`config.mk`:
```
export PLATFORM = sky130hd
export DESIGN_NAME = inst_resp
export DESIGN_NICKNAME = d
export VERILOG_FILES = /design/src/rtl/inst_resp.sv
export SDC_FILE = /design/constraint.sdc
export NUM_CORES = 1
export LEC_CHECK = 0
export BUFFER_PORTS_ARGS = -buffer_cell sky130_fd_sc_hd__buf_2
export CAP_MARGIN = 5
export CORE_AREA = 2 2 132 134
export CTS_BUF_LIST = sky130_fd_sc_hd__clkbuf_16
export DETAILED_ROUTE_END_ITERATION = 8
export DIE_AREA = 0 0 134 136
export GPL_ROUTABILITY_DRIVEN = 1
export HOLD_SLACK_MARGIN = 0.03
export PLACE_DENSITY_LB_ADDON = 0.1
export SYNTH_ARGS = -nofsm -noshare
export SYNTH_HDL_FRONTEND = slang
export SYNTH_SLANG_ARGS = --single-unit
export TNS_END_PERCENT = 50
```
`constraint.sdc`:
```
create_clock -name clk -period 2.3 [get_ports clk]
set_input_delay 0.46 -clock clk [delete_from_list [all_inputs] [get_ports clk]]
set_output_delay 0.46 -clock clk [all_outputs]
set_load 0.02 [all_outputs]
```
`src/rtl/inst_resp.sv`:
```
`default_nettype none
//============================================================================
//  Module   : inst_resp
//  Purpose  : Instruction-fetch responder with a single-entry line buffer.
//             It folds virtual fetch addresses onto physical memory with
//             ADDR_MASK and answers hits in one cycle, like a synchronous
//             ROM. A miss issues a single read strobe to backing memory and
//             waits up to TIMEOUT cycles for the answer. If the requester
//             redirects while a read is outstanding, the stale answer is
//             drained and dropped before the new read is issued.
//
//  Ports    : clk        - sole clock, rising edge
//             resetn     - asynchronous active-low reset
//             req        - fetch request, inst_addr sampled when high
//             inst_addr  - virtual fetch PC
//             buf_inv    - one-cycle invalidate of the line buffer
//             inst       - returned instruction word
//             inst_ready - inst/addr_err/bus_err valid for last request
//             addr_err   - accepted address was not word aligned
//             bus_err    - memory did not answer within TIMEOUT cycles
//             mem_en     - one-cycle read strobe to backing memory
//             mem_addr   - physical word address of the read
//             mem_rdata  - backing memory read data
//             mem_rvalid - mem_rdata valid, exactly one per mem_en
//
//  Revision : 1.0 - initial release
//============================================================================
module inst_resp #(
    parameter logic [7:0]  TIMEOUT   = 8'd255,
    parameter logic [31:0] ADDR_MASK = 32'h1FFF_FFFF
) (
    input  logic        clk,
    input  logic        resetn,
    input  logic        req,
    input  logic [31:0] inst_addr,
    input  logic        buf_inv,
    output logic [31:0] inst,
    output logic        inst_ready,
    output logic        addr_err,
    output logic        bus_err,
    output logic        mem_en,
    output logic [31:0] mem_addr,
    input  logic [31:0] mem_rdata,
    input  logic        mem_rvalid
);

    // State encoding
    localparam logic [1:0] c_ST_IDLE  = 2'd0;  // no read outstanding
    localparam logic [1:0] c_ST_MISS  = 2'd1;  // read outstanding for r_pend_addr
    localparam logic [1:0] c_ST_DRAIN = 2'd2;  // stale read outstanding, r_next_addr waiting

    localparam logic [31:0] c_WORD_MASK = 32'hFFFF_FFFC;
    localparam logic [7:0]  c_CNT_MAX   = 8'hFF;

    logic [1:0]  r_state;
    logic [31:0] r_pend_addr;   // virtual address of the read in flight
    logic [31:0] r_next_addr;   // redirect target captured while draining
    logic [7:0]  r_cnt;         // cycles spent waiting on memory
    logic        r_buf_valid;
    logic [29:0] r_buf_tag;
    logic [31:0] r_buf_data;

    logic        w_misal;
    logic        w_hit;
    logic        w_new_req;
    logic        w_timeout;
    logic [7:0]  w_cnt_sat;
    logic [31:0] w_req_phys;
    logic [31:0] w_next_phys;
    logic        w_next_misal;

    assign w_misal      = (inst_addr[1:0] != 2'b00);
    assign w_hit        = r_buf_valid && (r_buf_tag == inst_addr[31:2]);
    // Only a request for a different address redirects an outstanding miss;
    // repeating the pending address is treated as the same fetch.
    assign w_new_req    = req && (inst_addr != r_pend_addr);
    // Fires on the edge where the wait reaches TIMEOUT cycles.
    assign w_timeout    = ({1'b0, r_cnt} + 9'd1) >= {1'b0, TIMEOUT};
    assign w_cnt_sat    = (r_cnt == c_CNT_MAX) ? r_cnt : r_cnt + 8'd1;
    assign w_req_phys   = inst_addr & ADDR_MASK & c_WORD_MASK;
    assign w_next_phys  = r_next_addr & ADDR_MASK & c_WORD_MASK;
    assign w_next_misal = (r_next_addr[1:0] != 2'b00);

    always_ff @(posedge clk or negedge resetn) begin
        if (!resetn) begin
            r_state     <= c_ST_IDLE;
            r_pend_addr <= 32'd0;
            r_next_addr <= 32'd0;
            r_cnt       <= 8'd0;
            r_buf_valid <= 1'b0;
            r_buf_tag   <= 30'd0;
            r_buf_data  <= 32'd0;
            inst        <= 32'd0;
            inst_ready  <= 1'b0;
            addr_err    <= 1'b0;
            bus_err     <= 1'b0;
            mem_en      <= 1'b0;
            mem_addr    <= 32'd0;
        end else begin
            // The read strobe is a single-cycle pulse.
            mem_en <= 1'b0;

            case (r_state)
                c_ST_IDLE: begin
                    // Any memory answer arriving here is stale and ignored.
                    if (req) begin
                        if (w_misal) begin
                            inst       <= 32'd0;
                            inst_ready <= 1'b1;
                            addr_err   <= 1'b1;
                            bus_err    <= 1'b0;
                        end else if (w_hit) begin
                            inst       <= r_buf_data;
                            inst_ready <= 1'b1;
                            addr_err   <= 1'b0;
                            bus_err    <= 1'b0;
                        end else begin
                            inst_ready  <= 1'b0;
                            addr_err    <= 1'b0;
                            bus_err     <= 1'b0;
                            mem_en      <= 1'b1;
                            mem_addr    <= w_req_phys;
                            r_pend_addr <= inst_addr;
                            r_cnt       <= 8'd0;
                            r_state     <= c_ST_MISS;
                        end
                    end
                end

                c_ST_MISS: begin
                    r_cnt <= w_cnt_sat;
                    if (mem_rvalid && w_new_req) begin
                        // The old answer lands on the same edge as the
                        // redirect: drop it and serve the new address
                        // directly, with no drain needed.
                        if (w_misal) begin
                            inst       <= 32'd0;
                            inst_ready <= 1'b1;
                            addr_err   <= 1'b1;
                            bus_err    <= 1'b0;
                            r_state    <= c_ST_IDLE;
                        end else begin
                            mem_en      <= 1'b1;
                            mem_addr    <= w_req_phys;
                            r_pend_addr <= inst_addr;
                            r_cnt       <= 8'd0;
                        end
                    end else if (mem_rvalid) begin
                        inst        <= mem_rdata;
                        inst_ready  <= 1'b1;
                        addr_err    <= 1'b0;
                        bus_err     <= 1'b0;
                        r_buf_valid <= 1'b1;
                        r_buf_tag   <= r_pend_addr[31:2];
                        r_buf_data  <= mem_rdata;
                        r_state     <= c_ST_IDLE;
                    end else if (w_new_req) begin
                        // Keep waiting for the old answer so that only one
                        // read is ever outstanding. The counter keeps
                        // running so a dead memory still ends in bus_err.
                        r_next_addr <= inst_addr;
                        r_state     <= c_ST_DRAIN;
                    end else if (w_timeout) begin
                        inst       <= 32'd0;
                        inst_ready <= 1'b1;
                        addr_err   <= 1'b0;
                        bus_err    <= 1'b1;
                        r_state    <= c_ST_IDLE;
                    end
                end

                c_ST_DRAIN: begin
                    r_cnt <= w_cnt_sat;
                    if (mem_rvalid) begin
                        // Stale data is discarded. It is not returned and
                        // not written to the buffer.
                        if (w_next_misal) begin
                            inst       <= 32'd0;
                            inst_ready <= 1'b1;
                            addr_err   <= 1'b1;
                            bus_err    <= 1'b0;
                            r_state    <= c_ST_IDLE;
                        end else begin
                            mem_en      <= 1'b1;
                            mem_addr    <= w_next_phys;
                            r_pend_addr <= r_next_addr;
                            r_cnt       <= 8'd0;
                            r_state     <= c_ST_MISS;
                        end
                    end else if (w_timeout) begin
                        inst       <= 32'd0;
                        inst_ready <= 1'b1;
                        addr_err   <= 1'b0;
                        bus_err    <= 1'b1;
                        r_state    <= c_ST_IDLE;
                    end
                end

                default: begin
                    r_state <= c_ST_IDLE;
                end
            endcase

            // This comes last so that it overrides a fill on the same edge.
            // The fill data is still returned on inst.
            if (buf_inv) begin
                r_buf_valid <= 1'b0;
            end
        end
    end

endmodule
`default_nettype wire

```
# Word level (Yosys, flattened, before mapping)
# Index checks and enable logic that the tools add are counted.
[totals]
inputBits = 69
latch_bits = 0
output_inout_bits = 68
register_bits = 205
ramBits = 0
mem_bits_ro = 0
elab_cells = 139
memories = 0
[op_classes]
n_eq_ne = 17
muxes = 87
reduce_logical = 17
mul = 0
shifts = 0
order_cmp = 1
div_mod_pow = 0
bitwise_logic = 2
n_addsub = 2
[ops]
columns = ["cell", "n"]
rows = [
  ["$mux W32", 24],
  ["$pmux W32 S3", 3],
  ["$mux W8", 8],
  ["$mux W1", 37],
  ["$ne A32 B32 Y1", 1],
  ["$eq A30 B30 Y1", 1],
  ["$pmux W8 S3", 1],
  ["$mux W2", 9],
  ["$ne A2 B2 Y1 const B", 8],
  ["$pmux W1 S3", 4],
  ["$reduce_and A4 Y1", 3],
  ["$add A8 B1 Y9 const B", 1],
  ["$ge A9 B8 Y1 const B", 1],
  ["$ne A3 B3 Y1 const B", 3],
  ["$add A8 B1 Y8 const B", 1],
  ["$eq A8 B8 Y1 const B", 1],
  ["$reduce_and A8 Y1", 1],
  ["$reduce_bool A2 Y1", 4],
  ["$pmux W2 S3", 1],
  ["$reduce_and A3 Y1", 2],
  ["$reduce_and A6 Y1", 1],
  ["$reduce_and A5 Y1", 1],
  ["$ne A4 B4 Y1 const B", 1],
  ["$logic_and A1 B1 Y1", 3],
  ["5 further kinds", 6],
]

# Depth between registers and ports, before layout
[depth]
word_depth = 7
depth_mapped = 10
depth_no_buf = 9

# Worst setup path after synthesis
# Ideal clock, no wire load.
[synth_path]
kind = "input-to-reg"
from = "input port inst_addr[30]"
to = "register inst[10]"
cell_stages = 8
arrival_ns = 2.155
required_time_ns = 2.179
setup_time_ns = 0.121
slack_ns = 0.024
cell_sequence = "xor2_1 -> nor4_1 -> nand4_1 -> o21a_2 -> a311oi_4 -> o21ai_2 -> buf_2 -> a22o_1"
[synth_between]
elab_chain_len = 5
word_cells_on_any_way = 11
[synth_lines]
columns = ["item", "line_no", "text"]
rows = [
  ["start: declaration", "35", "input logic [31:0] inst_addr,"],
  ["$ne A32 B32 Y1", "76", "assign w_new_req = req && (inst_addr != r_pend_addr);"],
  ["$logic_and A1 B1 Y1", "76", ""],
  ["$logic_and A1 B1 Y1", "132", "if (mem_rvalid && w_new_req) begin"],
  ["$ne A4 B4 Y1 (no line), or another cell as far along", "-", ""],
  ["$reduce_and A6 Y1 (no line) / $pmux W32 S3 (equally long branches)", "-", ""],
  ["end signal: assignment", "113", "inst <= r_buf_data;"],
  ["end signal: assignment", "149", "inst <= mem_rdata;"],
  ["end: declaration", "37", "output logic [31:0] inst,"],
]
# Several ways; a longest one is shown, not always the timed one.
# A chain may end at the register's enable or synchronous reset.

# Worst setup path after layout
[layout_path]
from = "register r_pend_addr[10]"
to = "register r_buf_data[18]"
[layout_between]
elab_chain_len = 5
[layout_lines]
columns = ["item", "line_no", "text"]
rows = [
  ["start: declaration", "56", "logic [31:0] r_pend_addr;"],
  ["start signal: assignment", "123", "r_pend_addr <= inst_addr;"],
  ["start signal: assignment", "145", "r_pend_addr <= inst_addr;"],
  ["start signal: assignment", "186", "r_pend_addr <= r_next_addr;"],
  ["$ne A32 B32 Y1", "76", ""],
  ["$logic_and A1 B1 Y1", "76", ""],
  ["$logic_and A1 B1 Y1", "132", ""],
  ["$not A1 Y1 (no line)", "-", ""],
  ["$reduce_and A3 Y1 (no line)", "-", ""],
  ["end signal: assignment", "155", "r_buf_data <= mem_rdata;"],
  ["end: declaration", "61", "logic [31:0] r_buf_data;"],
]
# No other way between the ends.

==> results.md <==
- Post-synthesis instance area: 0.00846 mm^2
- Max-slew violations: 0
- Total power: 14.7 mW
- Max Cap Viol: 0
- Beginning of the worst register-to-register path: r_pend_addr[10]
- Post-synth top flop: dfrtp_1
- Avg WL per Cell: 19.3 um
- Result of the run: finished, violations left
- Maximum number of pins on one net before global-route repair: 54
- Required arrival time at the worst endpoint: 2.61 ns
- Worst reg2reg path endpoint: r_buf_data[18]
- Leftover overflow at the end of global routing: 0
- Clock buffers created by TritonCTS: 17
- Kind of start point of the critical path: flop
- Number of H-tree levels: 4
- Worst setup EP type: flop
- Post-layout util: 64.9%
- Worst Path Max Fanout: 12
- Initial core utilization: 50.1%
- Power per unit of standard cell area: 1340 mW/mm^2
- Leakage Power: 5.06 nW
- Boundary Pins: 137
- Worst-Skew Late Latency: 0.43 ns
- Hold Path Sink: r_buf_valid
- Yosys warns: 0
- Part of the power in registers: 36.2%
- Die Span Y: 136 um
- Horizontal die dimension: 134 um
- Reg2reg setup slack: -0.27 ns
- Worst setup slack after layout: -0.268 ns
- Worst Clk Skew: 0.0124 ns
- Synth-to-layout area growth: 29.5%
- Unrepaired setup endpoints after global routing: yes
- Core area: 0.0169 mm^2
- Number of flip-flops and latches in the synthesized netlist: 173
- Via count normalized by instance count: 5.50
- Failing checks: setup timing
- Maximum clock rate: 0.389 GHz
- Port-buffer cells: 131
- Clk root buf: clkbuf_16
- Async set-reset flop share out of synthesis: 100%
- Most frequent cells after synthesis: dfrtp_1, mux2_2, a22o_1
- Dominant cell type by area after synthesis: dfrtp_1
- Number of filler cells placed in the layout: 1309
- Clock tree from TritonCTS: built
- Total placed instance area: 0.00992 mm^2
- Proportion of synthesized chip area in sequential cells: 51.2%
- Average instance area after synthesis: 12.8 um^2
- Synth top area cells: dfrtp_1, mux2_2, a22o_1
- Final setup TNS: -33.25 ns
- Power dissipated by switching net loads: 5.25 mW
- Library cell with the highest instance count after synthesis: dfrtp_1
- Initial drt markers: 335
- Area fraction of the dominant cell type after synthesis: 51.2%
- Post-route fraction of the period consumed by the critical path: 112%
- Vias in the first global route: 6369
- Clock Path Buffers: 2
- Routability-driven placement congestion ratio: 0.865
- Row Count: 48
- Hold Path Stages: 2
- Clock transition at the registers of the reported paths: 0.07 ns
- DRC viols: 0
- Internal: 9.43 mW
- Part of the total power dissipated in combinational logic: 45.0%
- Switching power share of the total: 35.7%
- Die outline area: 0.0182 mm^2
- Number of antenna violations at the first check in global routing: 2
- Worst IR drop on VDD: 0.662 mV
- Fraction of final layout cells sized beyond drive strength 1: 51.0%
- Shortest clock period the worst path allows after layout: 2.57 ns
- Number of endpoints with negative hold slack in the final report: 0
- EDFF count, synth: 0
- Total setup violations reported at the end of the flow: 168
- R2r worst-path depth: 10
- Synth Instances: 663
- CTS sink count: 173
- Routed wire length: 21300 um
- Final #Nets: 938
- DP Wirelength: 14200 um
- Vias after detailed routing: 6061
- Post-route standard cell area excluding fillers: 0.0109 mm^2
- Wire length of the first global-routing pass: 33500 um
- Hold Crit Class: input pin to flop
- Remaining antenna violation count: 0
- Part of the total power dissipated in the clock network: 18.8%
- TritonRoute pass-1 iters: 5
- Overall routing resource usage: 23.8%
- Path type of the worst setup path: flop to flop
- Arrival @ worst endpoint: 2.88 ns
- Unique masters post-synth: 43
- Hold path startpoint: buf_inv
worst max path at each step:
stage	start	endpoint	slack, ns	depth (start not counted)
global route	r_pend_addr[10]	r_buf_data[18]	-0.33	10
floorplan	inst_addr[30]	inst[10]	0.02	8
CTS	r_pend_addr[19]	r_buf_data[27]	-0.25	10
finish	r_pend_addr[10]	r_buf_data[18]	-0.27	10
global placement	inst_addr[27]	inst[5]	-0.69	10
detailed placement	inst_addr[27]	inst[5]	-0.66	10
layout make-up:
class	instances	area (um^2)	area share (%)
Sequential cell	173	4330	39.5
Antenna cell	2	5.00	0.0457
Clock buffer	17	425	3.89
Multi-Input combinational cell	420	3960	36.1
Tap cell	225	282	2.57
Inverter	11	41.3	0.377
Clock inverter	15	136	1.25
Timing Repair Buffer	240	1770	16.2
power groups by stage:
stage	Combinational [mW]	Sequential [mW]	Clock, mW
6_report	6.61	5.31	2.76
5_1_grt	7.13	5.49	2.95
4_1_cts	6.54	5.30	2.82
3_5_place_dp	6.16	5.33	0
3_3_place_gp	5.99	5.22	0
2_1_floorplan	3.84	5.50	0
kinds of logic after synthesis:
logic type	count (synthesis)	synth area share, %
AOI/OAI and AO/OA	111	10.7
buffers and inverters	74	4.93
adders and majority gates	6	0.888
DFF	173	51.2
muxes	160	21.3
xor gates and xnor gates	63	6.52
other	1	0.0443
and+or+nand+nor	75	4.50
cells in the final DEF, fill, tap and decap left out, types with 16 or more instances in the layout:
cell type / synthesis / layout
dfrtp_1: 173 / 173
mux2_2: 157 / 122
mux2_4: 0 / 35
nor2_1: 17 / 16
clkbuf_16: 0 / 21
buf_2: 15 / 130
buf_4: 32 / 84
xor2_1: 32 / 31
xnor2_1: 31 / 29
a22o_1: 64 / 64
critical path: stages (launching register included):
cell and delay (ns):
dfrtp_1 0.39, xor2_1 0.20, nor4_2 0.30, buf_4 0.16, nand4_1 0.17, o21a_2 0.31, buf_12 0.15, nor2_4 0.12
buf_12 0.17, buf_12 0.16, mux2_4 0.31
metrics by stage:
stage / hold WS [ns] / setup WS (ns) / instances
finish: 0.180 / -0.268 / 1103
global placement: 0.385 / -0.687 / 1056
global route: 0.166 / -0.330 / 1103
floorplan: 0.164 / 0.0240 / 667
CTS: 0.164 / -0.250 / 1093
detailed placement: 0.384 / -0.658 / 1056
per-layer routing:
layer | GRT usage, % | share of wire (%) | up-vias
li1 | - | - | 2792
met3 | 5.26 | 5.5 | 23
met2 | 40.3 | 50 | 193
met5 | 0 | 0 | -
met4 | 7.68 | 1.8 | 0
met1 | 30.4 | 43 | 3053
registers in the layout, summed over array words and instances (netlist names):
| register | flops |
|---|---|
| inst | 32 |
| r_buf_tag | 30 |
| r_pend_addr | 32 |
| r_next_addr | 32 |
| r_state | 2 |
| r_cnt | 8 |
| inst_ready | 1 |
| r_buf_valid | 1 |
| mem_en | 1 |
| addr_err | 1 |
| bus_err | 1 |
| r_buf_data | 32 |
repair_timing:
item,CTS,global route
hold buffers,1,0
buffers inserted,3,2
setup endpoints to repair,172,172
resized for setup,50,8
pin swaps,6,4
hold endpoints to repair,33,0
gates cloned,1,6
(Power assumes the default switching activity.)
